[config.mk]
export PLATFORM = sky130hd
export DESIGN_NAME = dma_io_port_flat
export DESIGN_NICKNAME = d
export VERILOG_FILES = /design/src/rtl/dma_io_pkg.sv /design/src/rtl/dma_io_if.sv /design/src/rtl/dma_io_fifo.sv /design/src/rtl/dma_io_port.sv /design/src/flat_wrapper.sv
export SDC_FILE = /design/constraint.sdc
export NUM_CORES = 1
export LEC_CHECK = 0
export ABC_CLOCK_PERIOD_IN_PS = 4720
export CAP_MARGIN = 20
export CORE_MARGIN = 2
export CORE_UTILIZATION = 55
export CTS_CLUSTER_DIAMETER = 30
export DETAILED_ROUTE_END_ITERATION = 7
export HOLD_SLACK_MARGIN = 0.08
export PLACE_DENSITY = 0.83
export SYNTH_ARGS = -nofsm -noshare
export SYNTH_HDL_FRONTEND = slang
export SYNTH_HIERARCHICAL = 1
export SYNTH_SLANG_ARGS = --single-unit
[constraint.sdc]
create_clock -name clk_i -period 4.72 [get_ports clk_i]
set_input_delay 0.944 -clock clk_i [delete_from_list [all_inputs] [get_ports clk_i]]
set_output_delay 0.944 -clock clk_i [all_outputs]
set_load 0.05 [all_outputs]
[src/rtl/dma_io_pkg.sv]
// Shared types and defaults for the DMA I/O port.
// Latency: n/a (types and constants only).
// Backpressure: n/a.
package dma_io_pkg;

    typedef enum logic [1:0] {
        ST_IDLE,
        ST_REQ,
        ST_ACT,
        ST_DONE
    } state_e;

    localparam logic DIR_DEV2MEM = 1'b0;   // DMAC reads bytes via IOR
    localparam logic DIR_MEM2DEV = 1'b1;   // DMAC writes bytes via IOW

    localparam int DATA_W              = 8;
    localparam int DEFAULT_DEPTH       = 8;
    localparam int DEFAULT_REQ_LEVEL   = 4;
    localparam int DEFAULT_TIMEOUT_CYC = 64;

endpackage

[src/rtl/dma_io_if.sv]
// DMAC device-side bus: request/acknowledge, strobes, EOP, ready and data bytes.
// Latency: n/a (wires only); the slave modport is the I/O port, master is the DMAC.
// Backpressure: rdy is the wait-state line from the port to the DMAC.
interface dma_io_if;
    import dma_io_pkg::*;

    logic              dreq;
    logic              dack;
    logic              ior;
    logic              iow;
    logic              eop;
    logic              rdy;
    logic [DATA_W-1:0] io_data_out;
    logic [DATA_W-1:0] io_data_in;

    modport slave (
        output dreq, rdy, io_data_out,
        input  dack, ior, iow, eop, io_data_in
    );

    modport master (
        input  dreq, rdy, io_data_out,
        output dack, ior, iow, eop, io_data_in
    );

endinterface

[src/rtl/dma_io_fifo.sv]
// Synchronous show-ahead byte FIFO with occupancy count and drop indications.
// Latency: push visible at the head one cycle later; rdata_o reads 0 while empty.
// Backpressure: push when full is dropped (push_drop_o) unless a pop frees a slot
//   in the same cycle; pop when empty is ignored (pop_drop_o).
// Ports: clk_i/rst_n_i, push_i/wdata_i, pop_i, rdata_o, count_o, full_o, empty_o,
//   push_drop_o/pop_drop_o (single-cycle pulses).
module dma_io_fifo #(
    parameter int DEPTH = 8,
    parameter int W     = 8
) (
    input  logic                     clk_i,
    input  logic                     rst_n_i,
    input  logic                     push_i,
    input  logic [W-1:0]             wdata_i,
    input  logic                     pop_i,
    output logic [W-1:0]             rdata_o,
    output logic [$clog2(DEPTH):0]   count_o,
    output logic                     full_o,
    output logic                     empty_o,
    output logic                     push_drop_o,
    output logic                     pop_drop_o
);
    localparam int AW = $clog2(DEPTH);
    localparam int CW = AW + 1;

    logic [W-1:0]  mem_q [DEPTH];
    logic [AW-1:0] wr_ptr_q, rd_ptr_q;
    logic [CW-1:0] count_q;
    logic          do_push, do_pop;

    assign full_o  = (count_q == CW'(DEPTH));
    assign empty_o = (count_q == '0);

    // A pop at full frees the slot the simultaneous push lands in; a push at
    // empty is never bypassed to a simultaneous pop.
    assign do_pop      = pop_i && !empty_o;
    assign do_push     = push_i && (!full_o || do_pop);
    assign push_drop_o = push_i && !do_push;
    assign pop_drop_o  = pop_i && empty_o;

    assign rdata_o = empty_o ? '0 : mem_q[rd_ptr_q];
    assign count_o = count_q;

    always_ff @(posedge clk_i or negedge rst_n_i) begin
        if (!rst_n_i) begin
            wr_ptr_q <= '0;
            rd_ptr_q <= '0;
            count_q  <= '0;
        end else begin
            if (do_push) wr_ptr_q <= wr_ptr_q + 1'b1;
            if (do_pop)  rd_ptr_q <= rd_ptr_q + 1'b1;
            count_q <= count_q + CW'(do_push) - CW'(do_pop);
        end
    end

    always_ff @(posedge clk_i) begin
        if (do_push) mem_q[wr_ptr_q] <= wdata_i;
    end

endmodule

[src/rtl/dma_io_port.sv]
// DMA I/O port: buffers bytes between a device push/pop side and a DMAC channel.
// Latency: DREQ rises two edges after the FIFO reaches the request level; IOR pops
//   and IOW pushes take effect on the edge after the strobe falls.
// Backpressure: RDY (wait state) follows FIFO empty/full; device pushes into a full
//   FIFO are dropped and flagged in OVF, pops from empty flagged in UNF.
// Ports: clk_i/rst_n_i, dir_i, clr_i, device side dev_*, status count_o/ovf_o/unf_o/
//   tmo_o, DMAC side via dma_io_if.slave.
// Optional: define DMA_IO_TIMEOUT_EN to abandon a request left unacknowledged for
//   TIMEOUT_CYC cycles (sets TMO); otherwise REQ waits forever and TMO reads 0.
module dma_io_port
    import dma_io_pkg::*;
#(
    parameter int DEPTH       = DEFAULT_DEPTH,
    parameter int REQ_LEVEL   = DEFAULT_REQ_LEVEL,
    parameter int TIMEOUT_CYC = DEFAULT_TIMEOUT_CYC
) (
    input  logic                   clk_i,
    input  logic                   rst_n_i,
    input  logic                   dir_i,
    input  logic                   clr_i,
    input  logic                   dev_wr_i,
    input  logic [DATA_W-1:0]      dev_wdata_i,
    input  logic                   dev_rd_i,
    output logic [DATA_W-1:0]      dev_rdata_o,
    output logic                   dev_full_o,
    output logic                   dev_empty_o,
    output logic [$clog2(DEPTH):0] count_o,
    output logic                   ovf_o,
    output logic                   unf_o,
    output logic                   tmo_o,
    dma_io_if.slave                dma
);
    localparam int CW = $clog2(DEPTH) + 1;

    state_e            state_q, state_d;
    logic              dreq_q, dreq_d;
    logic              dir_q;
    logic              ior_q, iow_q, dack_q;
    logic [DATA_W-1:0] hold_q;
    logic              ovf_q, unf_q;

    logic              dma_en, pop_dma, push_dma;
    logic              fifo_push, fifo_pop, push_drop, pop_drop;
    logic [DATA_W-1:0] fifo_wdata, head;
    logic              level_ok, xfer_done, tmo_hit;

    // DMA strobes act on their falling edge and only if DACK was high during
    // the strobe's last cycle; DONE locks the DMAC side out entirely.
    assign dma_en   = (state_q != ST_DONE);
    assign pop_dma  = (dir_q == DIR_DEV2MEM) && dma_en && ior_q && !dma.ior && dack_q;
    assign push_dma = (dir_q == DIR_MEM2DEV) && dma_en && iow_q && !dma.iow && dack_q;

    assign fifo_push  = (dir_q == DIR_DEV2MEM) ? dev_wr_i    : push_dma;
    assign fifo_pop   = (dir_q == DIR_DEV2MEM) ? pop_dma     : dev_rd_i;
    assign fifo_wdata = (dir_q == DIR_DEV2MEM) ? dev_wdata_i : hold_q;

    dma_io_fifo #(.DEPTH(DEPTH), .W(DATA_W)) u_fifo (
        .clk_i       (clk_i),
        .rst_n_i     (rst_n_i),
        .push_i      (fifo_push),
        .wdata_i     (fifo_wdata),
        .pop_i       (fifo_pop),
        .rdata_o     (head),
        .count_o     (count_o),
        .full_o      (dev_full_o),
        .empty_o     (dev_empty_o),
        .push_drop_o (push_drop),
        .pop_drop_o  (pop_drop)
    );

    assign dev_rdata_o     = head;
    assign dma.io_data_out = head;
    assign dma.dreq        = dreq_q;
    assign dma.rdy         = (state_q == ST_IDLE || state_q == ST_DONE) ? 1'b0 :
                             (dir_q == DIR_DEV2MEM) ? !dev_empty_o : !dev_full_o;

    assign level_ok  = (dir_q == DIR_DEV2MEM) ? (count_o >= CW'(REQ_LEVEL))
                                              : ((CW'(DEPTH) - count_o) >= CW'(REQ_LEVEL));
    assign xfer_done = (dir_q == DIR_DEV2MEM) ? dev_empty_o : dev_full_o;

`ifdef DMA_IO_TIMEOUT_EN
    localparam int TW = $clog2(TIMEOUT_CYC + 1);
    logic [TW-1:0] tmo_cnt_q;
    logic          tmo_q;

    assign tmo_hit = (state_q == ST_REQ) && !dma.dack && (tmo_cnt_q == TW'(TIMEOUT_CYC - 1));
    assign tmo_o   = tmo_q;

    always_ff @(posedge clk_i or negedge rst_n_i) begin
        if (!rst_n_i) begin
            tmo_cnt_q <= '0;
            tmo_q     <= 1'b0;
        end else begin
            tmo_cnt_q <= (state_q == ST_REQ && !dma.dack && !tmo_hit) ? tmo_cnt_q + 1'b1 : '0;
            tmo_q     <= (tmo_q && !clr_i) || tmo_hit;
        end
    end
`else
    assign tmo_hit = 1'b0;
    assign tmo_o   = 1'b0;
`endif

    // DREQ is registered: it reflects the state of the previous cycle, so it
    // rises one edge after the FSM enters REQ.
    always_comb begin
        state_d = state_q;
        dreq_d  = 1'b0;
        case (state_q)
            ST_IDLE: if (level_ok) state_d = ST_REQ;
            ST_REQ: begin
                dreq_d = 1'b1;
                if (dma.dack) begin
                    state_d = ST_ACT;
                end else if (tmo_hit) begin
                    state_d = ST_IDLE;
                    dreq_d  = 1'b0;
                end
            end
            ST_ACT: begin
                // Once dropped, DREQ stays low for the rest of this transfer.
                dreq_d = dreq_q && !xfer_done;
                if (!dreq_q && !dma.dack) state_d = ST_IDLE;
            end
            // DONE is the EOP latch: it holds until software clears it.
            ST_DONE: if (clr_i) state_d = ST_IDLE;
            default: state_d = ST_IDLE;
        endcase
        if (dma.eop) begin
            state_d = ST_DONE;
            dreq_d  = 1'b0;
        end
    end

    always_ff @(posedge clk_i or negedge rst_n_i) begin
        if (!rst_n_i) begin
            state_q <= ST_IDLE;
            dreq_q  <= 1'b0;
            dir_q   <= DIR_DEV2MEM;
            ior_q   <= 1'b0;
            iow_q   <= 1'b0;
            dack_q  <= 1'b0;
            hold_q  <= '0;
            ovf_q   <= 1'b0;
            unf_q   <= 1'b0;
        end else begin
            state_q <= state_d;
            dreq_q  <= dreq_d;
            if (state_q == ST_IDLE || state_q == ST_DONE) dir_q <= dir_i;
            ior_q   <= dma.ior;
            iow_q   <= dma.iow;
            dack_q  <= dma.dack;
            if (dir_q == DIR_MEM2DEV && dma_en && dma.iow && dma.dack) hold_q <= dma.io_data_in;
            ovf_q   <= (ovf_q && !clr_i) || push_drop;
            unf_q   <= (unf_q && !clr_i) || pop_drop;
        end
    end

    assign ovf_o = ovf_q;
    assign unf_o = unf_q;

endmodule
[src/flat_wrapper.sv]
// flat-port wrapper written by rule: the top's interface ports become plain ports
module dma_io_port_flat import dma_io_pkg::*;
#(
    parameter int DEPTH       = DEFAULT_DEPTH,
    parameter int REQ_LEVEL   = DEFAULT_REQ_LEVEL,
    parameter int TIMEOUT_CYC = DEFAULT_TIMEOUT_CYC
)
  (clk_i, rst_n_i, dir_i, clr_i, dev_wr_i, dev_wdata_i, dev_rd_i, dev_rdata_o, dev_full_o, dev_empty_o, count_o, ovf_o, unf_o, tmo_o, dma_dreq, dma_rdy, dma_io_data_out, dma_dack, dma_ior, dma_iow, dma_eop, dma_io_data_in);
  dma_io_if dma_i ();
  input  logic clk_i;
  input  logic rst_n_i;
  input  logic dir_i;
  input  logic clr_i;
  input  logic dev_wr_i;
  input  logic [DATA_W-1:0] dev_wdata_i;
  input  logic dev_rd_i;
  output logic [DATA_W-1:0] dev_rdata_o;
  output logic dev_full_o;
  output logic dev_empty_o;
  output logic [$clog2(DEPTH):0] count_o;
  output logic ovf_o;
  output logic unf_o;
  output logic tmo_o;
  output wire logic [$bits(dma_i.dreq)-1:0] dma_dreq;
  output wire logic [$bits(dma_i.rdy)-1:0] dma_rdy;
  output wire logic [$bits(dma_i.io_data_out)-1:0] dma_io_data_out;
  input wire logic [$bits(dma_i.dack)-1:0] dma_dack;
  input wire logic [$bits(dma_i.ior)-1:0] dma_ior;
  input wire logic [$bits(dma_i.iow)-1:0] dma_iow;
  input wire logic [$bits(dma_i.eop)-1:0] dma_eop;
  input wire logic [$bits(dma_i.io_data_in)-1:0] dma_io_data_in;
  assign dma_dreq = dma_i.dreq;
  assign dma_rdy = dma_i.rdy;
  assign dma_io_data_out = dma_i.io_data_out;
  assign dma_i.dack = dma_dack;
  assign dma_i.ior = dma_ior;
  assign dma_i.iow = dma_iow;
  assign dma_i.eop = dma_eop;
  assign dma_i.io_data_in = dma_io_data_in;
  dma_io_port #(.DEPTH(DEPTH), .REQ_LEVEL(REQ_LEVEL), .TIMEOUT_CYC(TIMEOUT_CYC)) u_core (.clk_i(clk_i), .rst_n_i(rst_n_i), .dir_i(dir_i), .clr_i(clr_i), .dev_wr_i(dev_wr_i), .dev_wdata_i(dev_wdata_i), .dev_rd_i(dev_rd_i), .dev_rdata_o(dev_rdata_o), .dev_full_o(dev_full_o), .dev_empty_o(dev_empty_o), .count_o(count_o), .ovf_o(ovf_o), .unf_o(unf_o), .tmo_o(tmo_o), .dma(dma_i));
endmodule
==> impl_metrics.json <==
{
  "routed-via-count": 2305,
  "drive_above_1_share_pct": 14.63,
  "yosys-mux-area-fraction_pct": 13.83,
  "synth_sequential_area_ratio_pct": 63.25,
  "worstSetupStartpointType": "flip-flop",
  "grt_pass1_vias": 2326,
  "post-route-drc-count": 0,
  "fin_skew_ns": 0.01410,
  "number_of_sinks_driven_by_the_clock_tree": 91,
  "htreeDepth": 3,
  "gr-total-overflow": 0,
  "route.final.wire_length_um": 7168,
  "io_pins": 53,
  "drt-pass1-iter-count": 4,
  "synth_simple_gate_area_share_pct": 6.520,
  "timing.critical_path.fanout_max": 32,
  "synth.avg_cell_area_um2": 14.93,
  "clock-root-buffer": "clkbuf_8",
  "routed_wire_length_per_instance_um": 16.79,
  "min_path_type": "reg -> reg",
  "worst_slew_margin_relative_to_its_limit_pct": 36.19,
  "grt_max_degree": 33,
  "synth_xor_xnor_area_share_pct": 1.280,
  "numCtsBuffers": 9,
  "required_ns": 3.78,
  "synthCells": 275,
  "cap_viol_max_count": 0,
  "fmax_mhz": 270.1,
  "combinational_family_with_the_most_area_after_synthesis": "multiplexers",
  "critPathArrivalTime_ns": 2.76,
  "ys_dominant_reg_cell": "edfxtp_1",
  "port_buffer_count": 51,
  "netlist_area_um2": 4106,
  "fin_nets": 361,
  "worst_slew_pin_slew_ns": 0.9498,
  "most-common-layout-cells": "edfxtp_1 (64), clkdlybuf4s50_1 (51), mux2i_1 (35), dfrtp_1 (27), mux2_2 (18)",
  "min_period_over_period_pct": 78.44,
  "critPathKind": "reg -> out",
  "post-cts-setup-buffers": 0,
  "grt_first_pass_wirelength_um": 11660,
  "synth_cell_type_count": 45,
  "cp-end-kind": "output port",
  "status": "finished, final reports clean",
  "dr.first_iter.drc_count": 115,
  "cts_tree": "yes",
  "clk_pin_slew_ns": 0.09,
  "number_of_failing_hold_endpoints_at_the_final_stage": 0,
  "ctsLongestPathBuffers": 2,
  "num_antenna_cells": 0,
  "fp.dieH_um": 90.41,
  "synth_async_sr_flop_share_pct": 29.67,
  "post_route_antenna_net_violation_count": 0,
  "area_of_the_core_um2": 7253,
  "count_of_flip_flops_with_a_built_in_enable_after_synthesis": 64,
  "layout.cells.most_common": "edfxtp_1",
  "setup_viol": 0,
  "clock_insertion_delay_worst_skew_ns": 0.35,
  "final.setup.tns_ns": 0,
  "std_cell_rows": 31,
  "vias_per_cell": 5.398,
  "dp_hpwl_um": 5122,
  "antenna_found_initial": 0,
  "groute.usage.overall_pct": 18.73,
  "rsz0062_at_grt": "no",
  "post-route-util_pct": 66.86,
  "cts_hold_repair.buffers": 0,
  "final.min_clock_period_ns": 3.702,
  "ys.warnings.count": 6,
  "initial_utilization_pct": 56.62,
  "postSynthRegisterBits": 91,
  "synth_to_final_area_change_pct": 18.10,
  "final_weighted_congestion_in_routability_driven_placement": 0.7673,
  "post_synthesis_net_count": 313,
  "cts_resized": 0,
  "area_fraction_in_compound_gates_after_synthesis_pct": 6.795,
  "die_area_um2": 8173,
  "x_dimension_of_the_die_um": 90.41,
  "drv_slew": 0,
  "post_synthesis_share_of_cell_area_spent_on_full_adders_half_adders_and_majority_gates_pct": 3.839
}
==> layer usage <==
layer	wire length (µm)	GRT usage (%)	part of all wire [%]	vias up
li1	-	-	-	1112
met1	3265	25.84	46	1120
met2	3444	29.76	48	66
met3	381	4.424	5.3	7
met4	76	5.897	1.1	0
met5	0	0	0	-
==> registers in the layout (all words and copies together) (netlist names), 2 cells and up <==
signal,count
u_core/u_fifo/mem_q,64
u_core/hold_q,8
u_core/u_fifo/count_o,4
u_core/u_fifo/rd_ptr_q,3
u_core/u_fifo/wr_ptr_q,3
u_core/state_q,2
==> cell usage after synthesis, types with 2 or more instances <==
library cell  number  area, µm²
and2_1             4      25.02
nor3_1            14      70.07
nor2_1             8      30.03
inv_1             12      45.04
nor3b_1            2      15.01
o21ai_1            2      10.01
nand2_1            3      11.26
nand2b_1           3      18.77
buf_2              3      15.01
buf_6              2      22.52
ha_1              11      137.6
a21oi_1            2      10.01
o211ai_1           2      15.01
a22o_1            16      140.1
a21o_1             3      22.52
nor2b_1            3      18.77
edfxtp_1          64       1922
dfrtp_1           27      675.7
clkbuf_1           3      11.26
mux2_2            18      202.7
buf_4             11      82.58
mux2i_1           35      350.3
xnor2_1            5      43.79
==> path summary, 6_finish.rpt <==
kind,start,to,slack [ns],depth (start not counted)
worst min-delay path,u_core/hold_q[7],u_core/hold_q[7],0.51,1
min in group asynchronous,rst_n_i,u_core/state_q[1],0.96,1
worst min register to register,u_core/hold_q[7],u_core/hold_q[7],0.51,1
worst max register to register,u_core/state_q[0],u_core/u_fifo/mem_q[6][0],1.77,6
max in group asynchronous,rst_n_i,u_core/hold_q[0],3.12,2
worst max-delay path,u_core/u_fifo/rd_ptr_q[1],dma_io_data_out[3],1.02,5
==> per-stage QoR <==
stage,instances,setup slack (ns),instance area (µm²),hold WS [ns]
CTS,427,0.9755,4850,0.5083
global route,427,0.8574,4850,0.5301
detailed placement,411,1.338,4651,0.4875
finish,427,1.018,4850,0.5071
floorplan,275,0.5437,4106,0.4737
global placement,411,1.404,4651,0.4783
==> kinds of logic (layout without fill, tap and decap cells) <==
family | after synthesis | in the layout
adders and majority gates | 12 | 12
buffers and inverters | 32 | 85
DFF | 91 | 91
xor gates and xnor gates | 6 | 6
muxes | 54 | 54
AOI/OAI and AO/OA | 33 | 33
and+or+nand+nor | 46 | 46
other | 1 | 1
==> area by class of cell <==
| type | count | area, µm² |
|---|---|---|
| clock buffers | 10 | 127.6 |
| clock inverters | 6 | 71.32 |
| fillers | 527 | 2404 |
| inverters | 12 | 45.04 |
| multi-input cells | 152 | 1329 |
| flip-flops and latches | 91 | 2597 |
| well taps | 99 | 123.9 |
| repair buffers | 57 | 555.5 |
==> worst max-delay path, stage by stage (launching register included) <==
cell and delay (ns):
dfrtp_1 0.37, buf_4 0.47, mux2i_1 0.15, a22o_1 0.26, nor3_1 0.28, clkdlybuf4s50_1 0.87
Power is left out: the tool's default activity adds up to more than one toggle a clock period on the data nets, which glitch-free logic cannot reach.
